$ cat config.mk
export PLATFORM = sky130hd
export DESIGN_NAME = misr8
export DESIGN_NICKNAME = d
export VERILOG_FILES = /design/src/rtl/bist_sig_checker_pkg.sv /design/src/rtl/bist_sig_checker_misr.sv
export SDC_FILE = /design/constraint.sdc
export NUM_CORES = 1
export LEC_CHECK = 0
export BUFFER_PORTS_ARGS = -buffer_cell sky130_fd_sc_hd__buf_4
export CORE_AREA = 2 2 39 41
export CTS_CLUSTER_DIAMETER = 80
export DETAILED_ROUTE_END_ITERATION = 6
export DIE_AREA = 0 0 41 43
export GPL_ROUTABILITY_DRIVEN = 1
export PLACE_DENSITY = 0.72
export REMOVE_ABC_BUFFERS = 1
export SYNTH_ARGS = -nofsm -noshare
export SYNTH_HDL_FRONTEND = slang
export SYNTH_SLANG_ARGS = --single-unit
export TNS_END_PERCENT = 20
$ cat constraint.sdc
create_clock -name clk -period 1.8 [get_ports clk]
set_input_delay 0.09 -clock clk [delete_from_list [all_inputs] [get_ports clk]]
set_output_delay 0.09 -clock clk [all_outputs]
set_load 0.03 [all_outputs]
$ cat src/rtl/bist_sig_checker_pkg.sv
// Shared BIST definitions: FSM encoding, ASCII status words, MISR polynomial
// and the signature step function used by every BIST wrapper.
package bist_sig_checker_pkg;

    typedef enum logic [1:0] {
        ST_IDLE = 2'd0,
        ST_RUN  = 2'd1,
        ST_EVAL = 2'd2
    } bist_state_e;

    localparam logic [31:0] RES_NONE = 32'h0000_0000;
    localparam logic [31:0] RES_PASS = 32'h5041_5353;
    localparam logic [31:0] RES_FAIL = 32'h4641_494C;
    localparam logic [31:0] RES_LRND = 32'h4C52_4E44;
    localparam logic [31:0] RES_ABRT = 32'h4142_5254;

    // x^8 + x^4 + x^3 + x^2 + 1 with the x^8 term implied
    localparam logic [7:0] MISR_TAPS   = 8'h1D;
    localparam logic [7:0] GOLDEN_RST  = 8'hDE;

    function automatic logic [7:0] misr_step(input logic [7:0] s, input logic [7:0] d);
        misr_step = {s[6:0], 1'b0} ^ (s[7] ? MISR_TAPS : 8'h00) ^ d;
    endfunction

endpackage

$ cat src/rtl/bist_sig_checker_misr.sv
// misr8: 8-bit multiple-input signature register, reusable across BIST wrappers.
// clr has priority over en; both act on the rising edge.
module misr8
    import bist_sig_checker_pkg::*;
(
    input  logic       clk,
    input  logic       rst,
    input  logic       clr,
    input  logic       en,
    input  logic [7:0] d,
    output logic [7:0] sig
);

    logic [7:0] sig_q;
    logic [7:0] sig_d;

    // next-signature selection
    always_comb begin
        sig_d = sig_q;
        if (clr) begin
            sig_d = 8'h00;
        end else if (en) begin
            sig_d = misr_step(sig_q, d);
        end else begin
            sig_d = sig_q;
        end
    end

    // signature register
    always_ff @(posedge clk or posedge rst) begin
        if (rst) begin
            sig_q <= 8'h00;
        end else begin
            sig_q <= sig_d;
        end
    end

    assign sig = sig_q;

endmodule

* After elaboration in Yosys (flattened, before gate mapping) *
Index checks and enable logic that the tools add are counted.

word-level totals
  register bits = 8
  input bits = 12
  output and inout bits = 8
  logic and storage cells = 7

cells by class
  muxes and demuxes = 3
  bitwise operators = 2
  reduce and logical (&&, ||, !) cells = 1

operators with widths
  kind               number
  $mux 8             2
  $xor 8x5->8        1
  $xor 8x8->8        1
  $mux 5             1
  $reduce_bool 2->1  1

* Longest topological paths before layout *
Gate-level depths: netlist of the first run.

  depth in word-level cells = 5
  mapped depth = 4
  gate-level depth less buffers = 3

* Worst setup path after synthesis of the first run *
OpenSTA, ideal clock, no wires.

  path kind = flip-flop to flip-flop
  start = register sig_q[2], in the netlist sig[2]
  end = register sig_q[3], in the netlist sig[3]
  library setup time = 124 ps
  arrival time = 972 ps
  required time = 1676 ps
  path slack = 704 ps
  stages on the path, launching flop included = 4
  buffers on the path = 0
  clock period less this slack = 1096 ps
  path through = dfrtp_1 > xnor2_1 > mux2i_1 > o21ai_1

between the ends
  cells in the longest elaborated chain, start to end = 4

ends and longest elaborated chain
  what                      RTL line                     source
  start: declaration        bist_sig_checker_misr.sv:14  logic [7:0] sig_q;
  start signal: assignment  bist_sig_checker_misr.sv:34  sig_q <= sig_d;
  $xor 8x5->8               bist_sig_checker_pkg.sv:22   misr_step = {s[6:0], 1'b0} ^ (s[7] ? MISR_TAPS : 8'h00) ^ d;
  $xor 8x8->8               bist_sig_checker_pkg.sv:22
  $mux 8                    bist_sig_checker_misr.sv:22  end else if (en) begin
  $mux 8                    bist_sig_checker_misr.sv:20  if (clr) begin

No other way between the ends. The select of a mux whose other input is x is not followed.
A chain may end at the register's enable or synchronous reset.

* Final worst setup path of the first run *
  start = register sig_q[3], in the netlist sig[3]
  end = register sig_q[4], in the netlist sig[4]

Same word-level chain as after synthesis.

==> results of run 1 <==
cell usage after synthesis:
cell	n
a211oi_1	2
a211oi_2	3
and3b_1	1
buf_6	2
dfrtp_1	8
inv_1	1
mux2i_1	3
nand2b_2	3
nor2_1	5
nor3b_2	1
o21ai_1	3
xnor2_1	8
logic make-up after synthesis:
kind of cell	share of synthesized area, %
buffers and inverters	5.71
and+or+nand+nor	14.4
muxes	6.52
xor gates and xnor gates	15.2
AOI/OAI and AO/OA	14.7
DFF	43.5
repair_timing:
action	in CTS	in global routing
gates resized for setup	0	0
hold endpoints to repair	8	0
hold buffers	1	0
per-stage QoR:
stage	setup WS [ns]	power [mW]	util, %	std cells	instance area [um2]
finish	0.799	0.506	45.8	77	633
detailed placement	0.806	0.367	43.4	73	601
floorplan	0.704	0.305	-	38	438
global placement	0.797	0.366	43.4	73	601
global route	0.703	0.529	45.8	77	633
CTS	0.783	0.512	45.8	77	633
where the power goes:
part	switching [mW]	total, mW	internal [mW]	leakage, nW
combinational	0.0758	0.148	0.0727	0.175
clock	0.0665	0.143	0.0767	0.0138
sequential	0.0176	0.214	0.196	0.105
total	0.160	0.506	0.346	0.293
final cells by class:
type / count / area, um2
timing repair buffer: 20 / 153
multi-input combinational: 29 / 234
tap: 16 / 20.0
fill: 151 / 751
inverter: 1 / 3.75
sequential: 8 / 200
clock buffer: 3 / 22.5
routing by layer:
metal	track usage, %	up-vias
met5	0	-
met4	12.0	0
met3	3.14	3
met2	16.3	18
met1	13.9	155
li1	-	178
worst max-delay path, delay by kind of cell (launching register included):
family / cells / cell delay (ns)
mux: 1 / 0.20
xor+xnor: 1 / 0.21
compound gates: 1 / 0.08
flops: 1 / 0.41
how the worst min path moves through the flow:
stage | startpoint | end | slack [ns]
final | clr | sig[7] | 0.07
after global routing | clr | sig[0] | 0.08
after CTS | clr | sig[0] | 0.07
after detailed placement | rst | sig[2] | 0.07
after global placement | rst | sig[3] | 0.06
after floorplan | rst | sig[0] | -0.09
cells in the final DEF, fill, tap and decap left out:
cell            n
nor3b_2         1
xnor2_1         8
clkbuf_4        3
dfrtp_1         8
buf_4          19
o21ai_1         3
and3b_1         1
dlygate4sd3_1   1
inv_1           1
a211oi_1        2
a211oi_2        3
mux2i_1         3
nand2b_2        3
nor2_1          5
==> summary.md, run 1 <==
| Metric | Value |
|---|---|
| Netlist cell types | `12` |
| Starting Density | `33.3%` |
| DP Wirelength | `649 um` |
| Final worst-path cycle share | `55.6%` |
| Pwr Density | `799 nW/um2` |
| Vias in the first global route | `328` |
| Post-layout net count | `75` |
| Share of cells above drive strength 1 | `47.5%` |
| Max-slew headroom | `79.8%` |
| Leakage | `0.293 nW` |
| CTS Sinks | `8` |
| Chip Width | `41 um` |
| Hold WS | `0.0702 ns` |
| Gr usage total | `12.0%` |
| Maximum root-to-sink buffer count | `2` |
| Seq/Total Area, Yosys | `43.5%` |
| Buffers on Ports | `19` |
| Fmax | `999 MHz` |
| Synth warn | `0` |
| Status | `finished, final reports clean` |
| Req. time, crit path | `1.95 ns` |
| Slowest-stage cell, CP | `dfrtp_1` |
| Synthesized netlist cell count | `40` |
| Area leader, netlist | `dfrtp_1` |
| Cell row count | `14` |
| CTS Buf Count | `3` |
| Largest register FFs | `8` |
| Max-slew violation count | `0` |
| Detail Route Antenna Nets | `0` |
| IO Pins | `20` |
| Fin crit period | `1.00 ns` |
| CP startpoint kind | `flip-flop` |
| CORE AREA | `1380 um2` |
| Crit. Startpoint | `sig[3]` |
| Worst Path Arrival | `1.15 ns` |
| Peak per-stage delay on the critical path | `0.41 ns` |
| Flop-to-flop setup slack | `0.80 ns` |
| Die Y | `43 um` |
| DR pass1 iterations | `2` |
| Routed len/inst | `11.0 um` |
| H-tree depth | `1` |
| Critical path class | `flip-flop to flip-flop` |
| Routed met2 length | `359 um` |
| Clock slew at reported path FFs | `0.06 ns` |
| CP Max Fanout | `3` |
| Worst Hold Depth | `2` |
| Wl on met1 | `372 um` |
| Setup bufs post-CTS | `0` |
| Die ar. | `1760 um2` |
| RSZ-0062 raised after global routing | `false` |
| Max layer used | `met4` |
| Worst r2r path cells | `3` |
| Yosys top cell area share | `43.5%` |
| Final Wtd Congestion | `0.646` |
| Vias | `354` |
| Root Driver | `clkbuf_4` |
| Setup Viol. Count Final | `0` |
| Met3 routed WL | `88 um` |
| RR Endpoint | `sig[4]` |
| First-pass GRT wire length | `1.33 mm` |
| Crit-path cells | `xnor2_1, mux2i_1, o21ai_1` |
| Hold Crit Class | `input port to flip-flop` |
| Worst setup path endpoint | `sig[4]` |
| Reg2reg start | `sig[3]` |
| TNS Setup | `0 ns` |
| Peak supply drop | `269 uV` |
| Antenna cells | `0` |
| Max-Cap Viols | `0` |
| Hold Fails Final Rpt | `0` |
| Clk_lat worst skew | `0.26 ns` |
| Layout area overhead | `37.5%` |
| DR iter-0 viols | `1` |
| Largest net degree at the start of global routing | `16` |
| Post-Syn Area | `460 um2` |
| Synth Register Bits | `8` |
| Syn avg cell area | `11.5 um2` |
| Total gr overflow | `0` |
| Vias/cell | `4.60` |
| Largest cells by area after synthesis | `dfrtp_1, xnor2_1, a211oi_2, mux2i_1, nand2b_2` |
| Routed WL | `849 um` |
| Clock Skews | `0.00502 ns` |
| Crit. End Element | `flip-flop` |
| Worst Max-Slew Pin Slew | `0.303 ns` |
| DRC | `0` |
| Initial antenna violation count | `0` |
| CTS tree | `done` |
No activity file was read; power rests on OpenSTA's default activity.
==> run 2: changes to the inputs <==
--- a/config.mk
+++ b/config.mk
@@ -11,7 +11,7 @@
 export DETAILED_ROUTE_END_ITERATION = 6
 export DIE_AREA = 0 0 41 43
 export GPL_ROUTABILITY_DRIVEN = 1
-export PLACE_DENSITY = 0.72
+export PLACE_DENSITY = 0.75
 export REMOVE_ABC_BUFFERS = 1
 export SYNTH_ARGS = -nofsm -noshare
 export SYNTH_HDL_FRONTEND = slang
==> constraint.sdc (replaced) <==
create_clock -name clk -period 0.9 [get_ports clk]
set_input_delay 0.045 -clock clk [delete_from_list [all_inputs] [get_ports clk]]
set_output_delay 0.045 -clock clk [all_outputs]
set_load 0.03 [all_outputs]
==> run 2 against run 1 <==
Effect of this change:
- the flow now finishes with violations (setup timing)
- non-clock buffer count increased by 7
- count of clock-buffer cells in the layout unchanged
- sequential cell count unchanged
- power increased by 110%
- combinational power increased to 2.6 times the previous value
- cell area increased by 16%
- die area unchanged
- via count increased by 8.2%
- first-iteration DRC count increased to 5.0 times the previous value
- register-to-register slack got worse by 0.89 ns
- hold slack got worse by 0.030 ns
- critical path depth decreased by 1
==> summary.md, run 2 (synthesis gave the netlist of run 1 again) <==
| Metric | Value |
|---|---|
| Status | `finished with violations` |
| Failing checks | `setup timing` |
| Maximum root-to-sink buffer count | `2 (unchanged)` |
| Detail Route Antenna Nets | `0 (unchanged)` |
| Buffers on Ports | `19 (unchanged)` |
| Req. time, crit path | `0.85 ns (-1.10 ns)` |
| Clk_lat worst skew | `0.25 ns (about the same)` |
| Initial antenna violation count | `0 (unchanged)` |
| Worst setup path endpoint | `sig[7]` |
| Die ar. | `1760 um2 (unchanged)` |
| Worst Path Arrival | `0.94 ns (-0.21 ns)` |
| IO Pins | `20 (unchanged)` |
| Largest register FFs | `8 (unchanged)` |
| DR pass1 iterations | `2 (unchanged)` |
| DR iter-0 viols | `5 (+4)` |
| Total power | `1.08 mW (+110%)` |
| Total gr overflow | `0 (unchanged)` |
| Hold Crit Class | `input port to flip-flop` |
| Most common cell after layout, fill and taps aside | `buf_4` |
| Max-slew headroom | `79.0% (-0.77 points)` |
| Worst r2r path cells | `3 (unchanged)` |
| Starting Density | `33.3% (unchanged)` |
| Setup Viol. Count Final | `9 (+9)` |
| Antenna cells | `0 (unchanged)` |
| Crit. Startpoint | `sig[7]` |
| Gr usage total | `13.5% (+1.5 points)` |
| CTS Sinks | `8 (unchanged)` |
| DP Wirelength | `672 um (+3.6%)` |
| Die Y | `43 um (unchanged)` |
| Clock slew at reported path FFs | `0.06 ns (about the same)` |
| First-pass GRT wire length | `1.53 mm (+15%)` |
| CTS tree | `done` |
| Critical path class | `flip-flop to primary output` |
| Layout area overhead | `59.0%` |
| Vias | `383 (+8.2%)` |
| Flop-to-flop setup slack | `-0.09 ns (-0.89 ns)` |
| Routed len/inst | `11.3 um (+2.5%)` |
| Root Driver | `clkbuf_4` |
| Max-slew violation count | `0 (unchanged)` |
| RSZ-0062 raised after global routing | `true` |
| CP Max Fanout | `5 (+2)` |
| RR Endpoint | `sig[4]` |
| Pwr Density | `1480 nW/um2 (+85%)` |
| Reg2reg start | `sig[3]` |
| Chip Width | `41 um (unchanged)` |
| Hold Fails Final Rpt | `0 (unchanged)` |
| CTS Buf Count | `3 (unchanged)` |
| Crit. End Element | `primary output` |
| Final worst-path cycle share | `110%` |
| Final worst setup slack | `-0.0886 ns (-0.888 ns)` |
| Leakage | `0.346 nW (+18%)` |
| Final Wtd Congestion | `0.618 (-4.4%)` |
| Vias/cell | `4.56 (-0.82%)` |
| Worst Max-Slew Pin Slew | `0.315 ns (+0.0116 ns)` |
| Max-Cap Viols | `0 (unchanged)` |
| Peak supply drop | `524 uV (+95%)` |
| CORE AREA | `1380 um2 (unchanged)` |
| Most frequent cells in the layout | `buf_4, buf_6, dfrtp_1` |
| Fmax | `1010 MHz` |
| TNS Setup | `-0.548 ns (-0.548 ns)` |
| Post-layout net count | `82 (+9.3%)` |
| DRC | `0 (unchanged)` |
| Largest net degree at the start of global routing | `16 (unchanged)` |
| Routed WL | `949 um (+12%)` |
| Clock Skews | `0.00745 ns (+0.00243 ns)` |
| H-tree depth | `1 (unchanged)` |
| Vias in the first global route | `379 (+16%)` |
| Share of cells above drive strength 1 | `57.4% (+9.8 points)` |
| Cell row count | `14 (unchanged)` |
| Fin crit period | `0.989 ns` |
| CP startpoint kind | `flip-flop` |
[run 2: cell count changes in the layout (fill, tap and decap cells not counted)]
| cell | previous run | this run |
|---|---|---|
| buf_6 | 0 | 8 |
| buf_4 | 19 | 18 |
| xnor2_2 | 0 | 2 |
| dfrtp_1 | 8 | 7 |
| xnor2_1 | 8 | 6 |
| dfrtp_2 | 0 | 1 |
[run 2: final cells by class]
class / instances / area, um2
sequential: 8 / 201
inverter: 1 / 3.75
timing repair buffer: 27 / 235
tap: 16 / 20.0
fill: 120 / 652
multi-input combinational: 29 / 249
clock buffer: 3 / 22.5
[run 2: through the flow]
stage                     util [%]  hold slack (ns)  area (um2)  setup WS, ns  cells
after floorplan                  -           -0.139         438        -0.196     38
after global placement        46.1           0.0134         638       -0.0865     78
after detailed placement      46.1           0.0184         638        -0.102     78
after CTS                     52.4           0.0327         724       -0.0924     84
after global routing          52.9           0.0448         732        -0.143     84
final                         52.9           0.0397         732       -0.0886     84
[run 2: worst min-delay path by stage]
stage               from      to  slack (ns)  cells after the start
CTS                  clr  sig[7]        0.03                      2
detailed placement   rst  sig[4]        0.02                      2
finish               clr  sig[7]        0.04                      2
global route         clr  sig[5]        0.04                      2
global placement     rst  sig[4]        0.01                      2
floorplan            rst  sig[0]       -0.14                      1
[run 2: critical path: stages (launching register included)]
cell and delay, ns:
dfrtp_2 0.44, buf_6 0.13, buf_6 0.12
[run 2: what timing repair did]
| item | in CTS | in global routing |
|---|---|---|
| setup endpoints to repair | 9 | 16 |
| endpoints found under the hold margin | 8 | 0 |
| gates resized for setup | 9 | 2 |
| pin swaps | 6 | 1 |
| hold buffers | 1 | 0 |
| buffers inserted | 2 | 0 |
[run 2: per-layer routing]
layer	wire [um]	global-route usage, %	up-vias
met4	0	6.00	0
met2	485	20.3	13
met5	0	0	-
met3	66	6.28	0
met1	396	15.7	174
li1	-	-	196
[run 2: report_power, final]
group / internal, mW / switching [mW] / leakage (nW)
Clock: 0.152 / 0.112 / 0.0138
Combinational: 0.211 / 0.181 / 0.229
Sequential: 0.394 / 0.0308 / 0.103
Total: 0.757 / 0.323 / 0.346
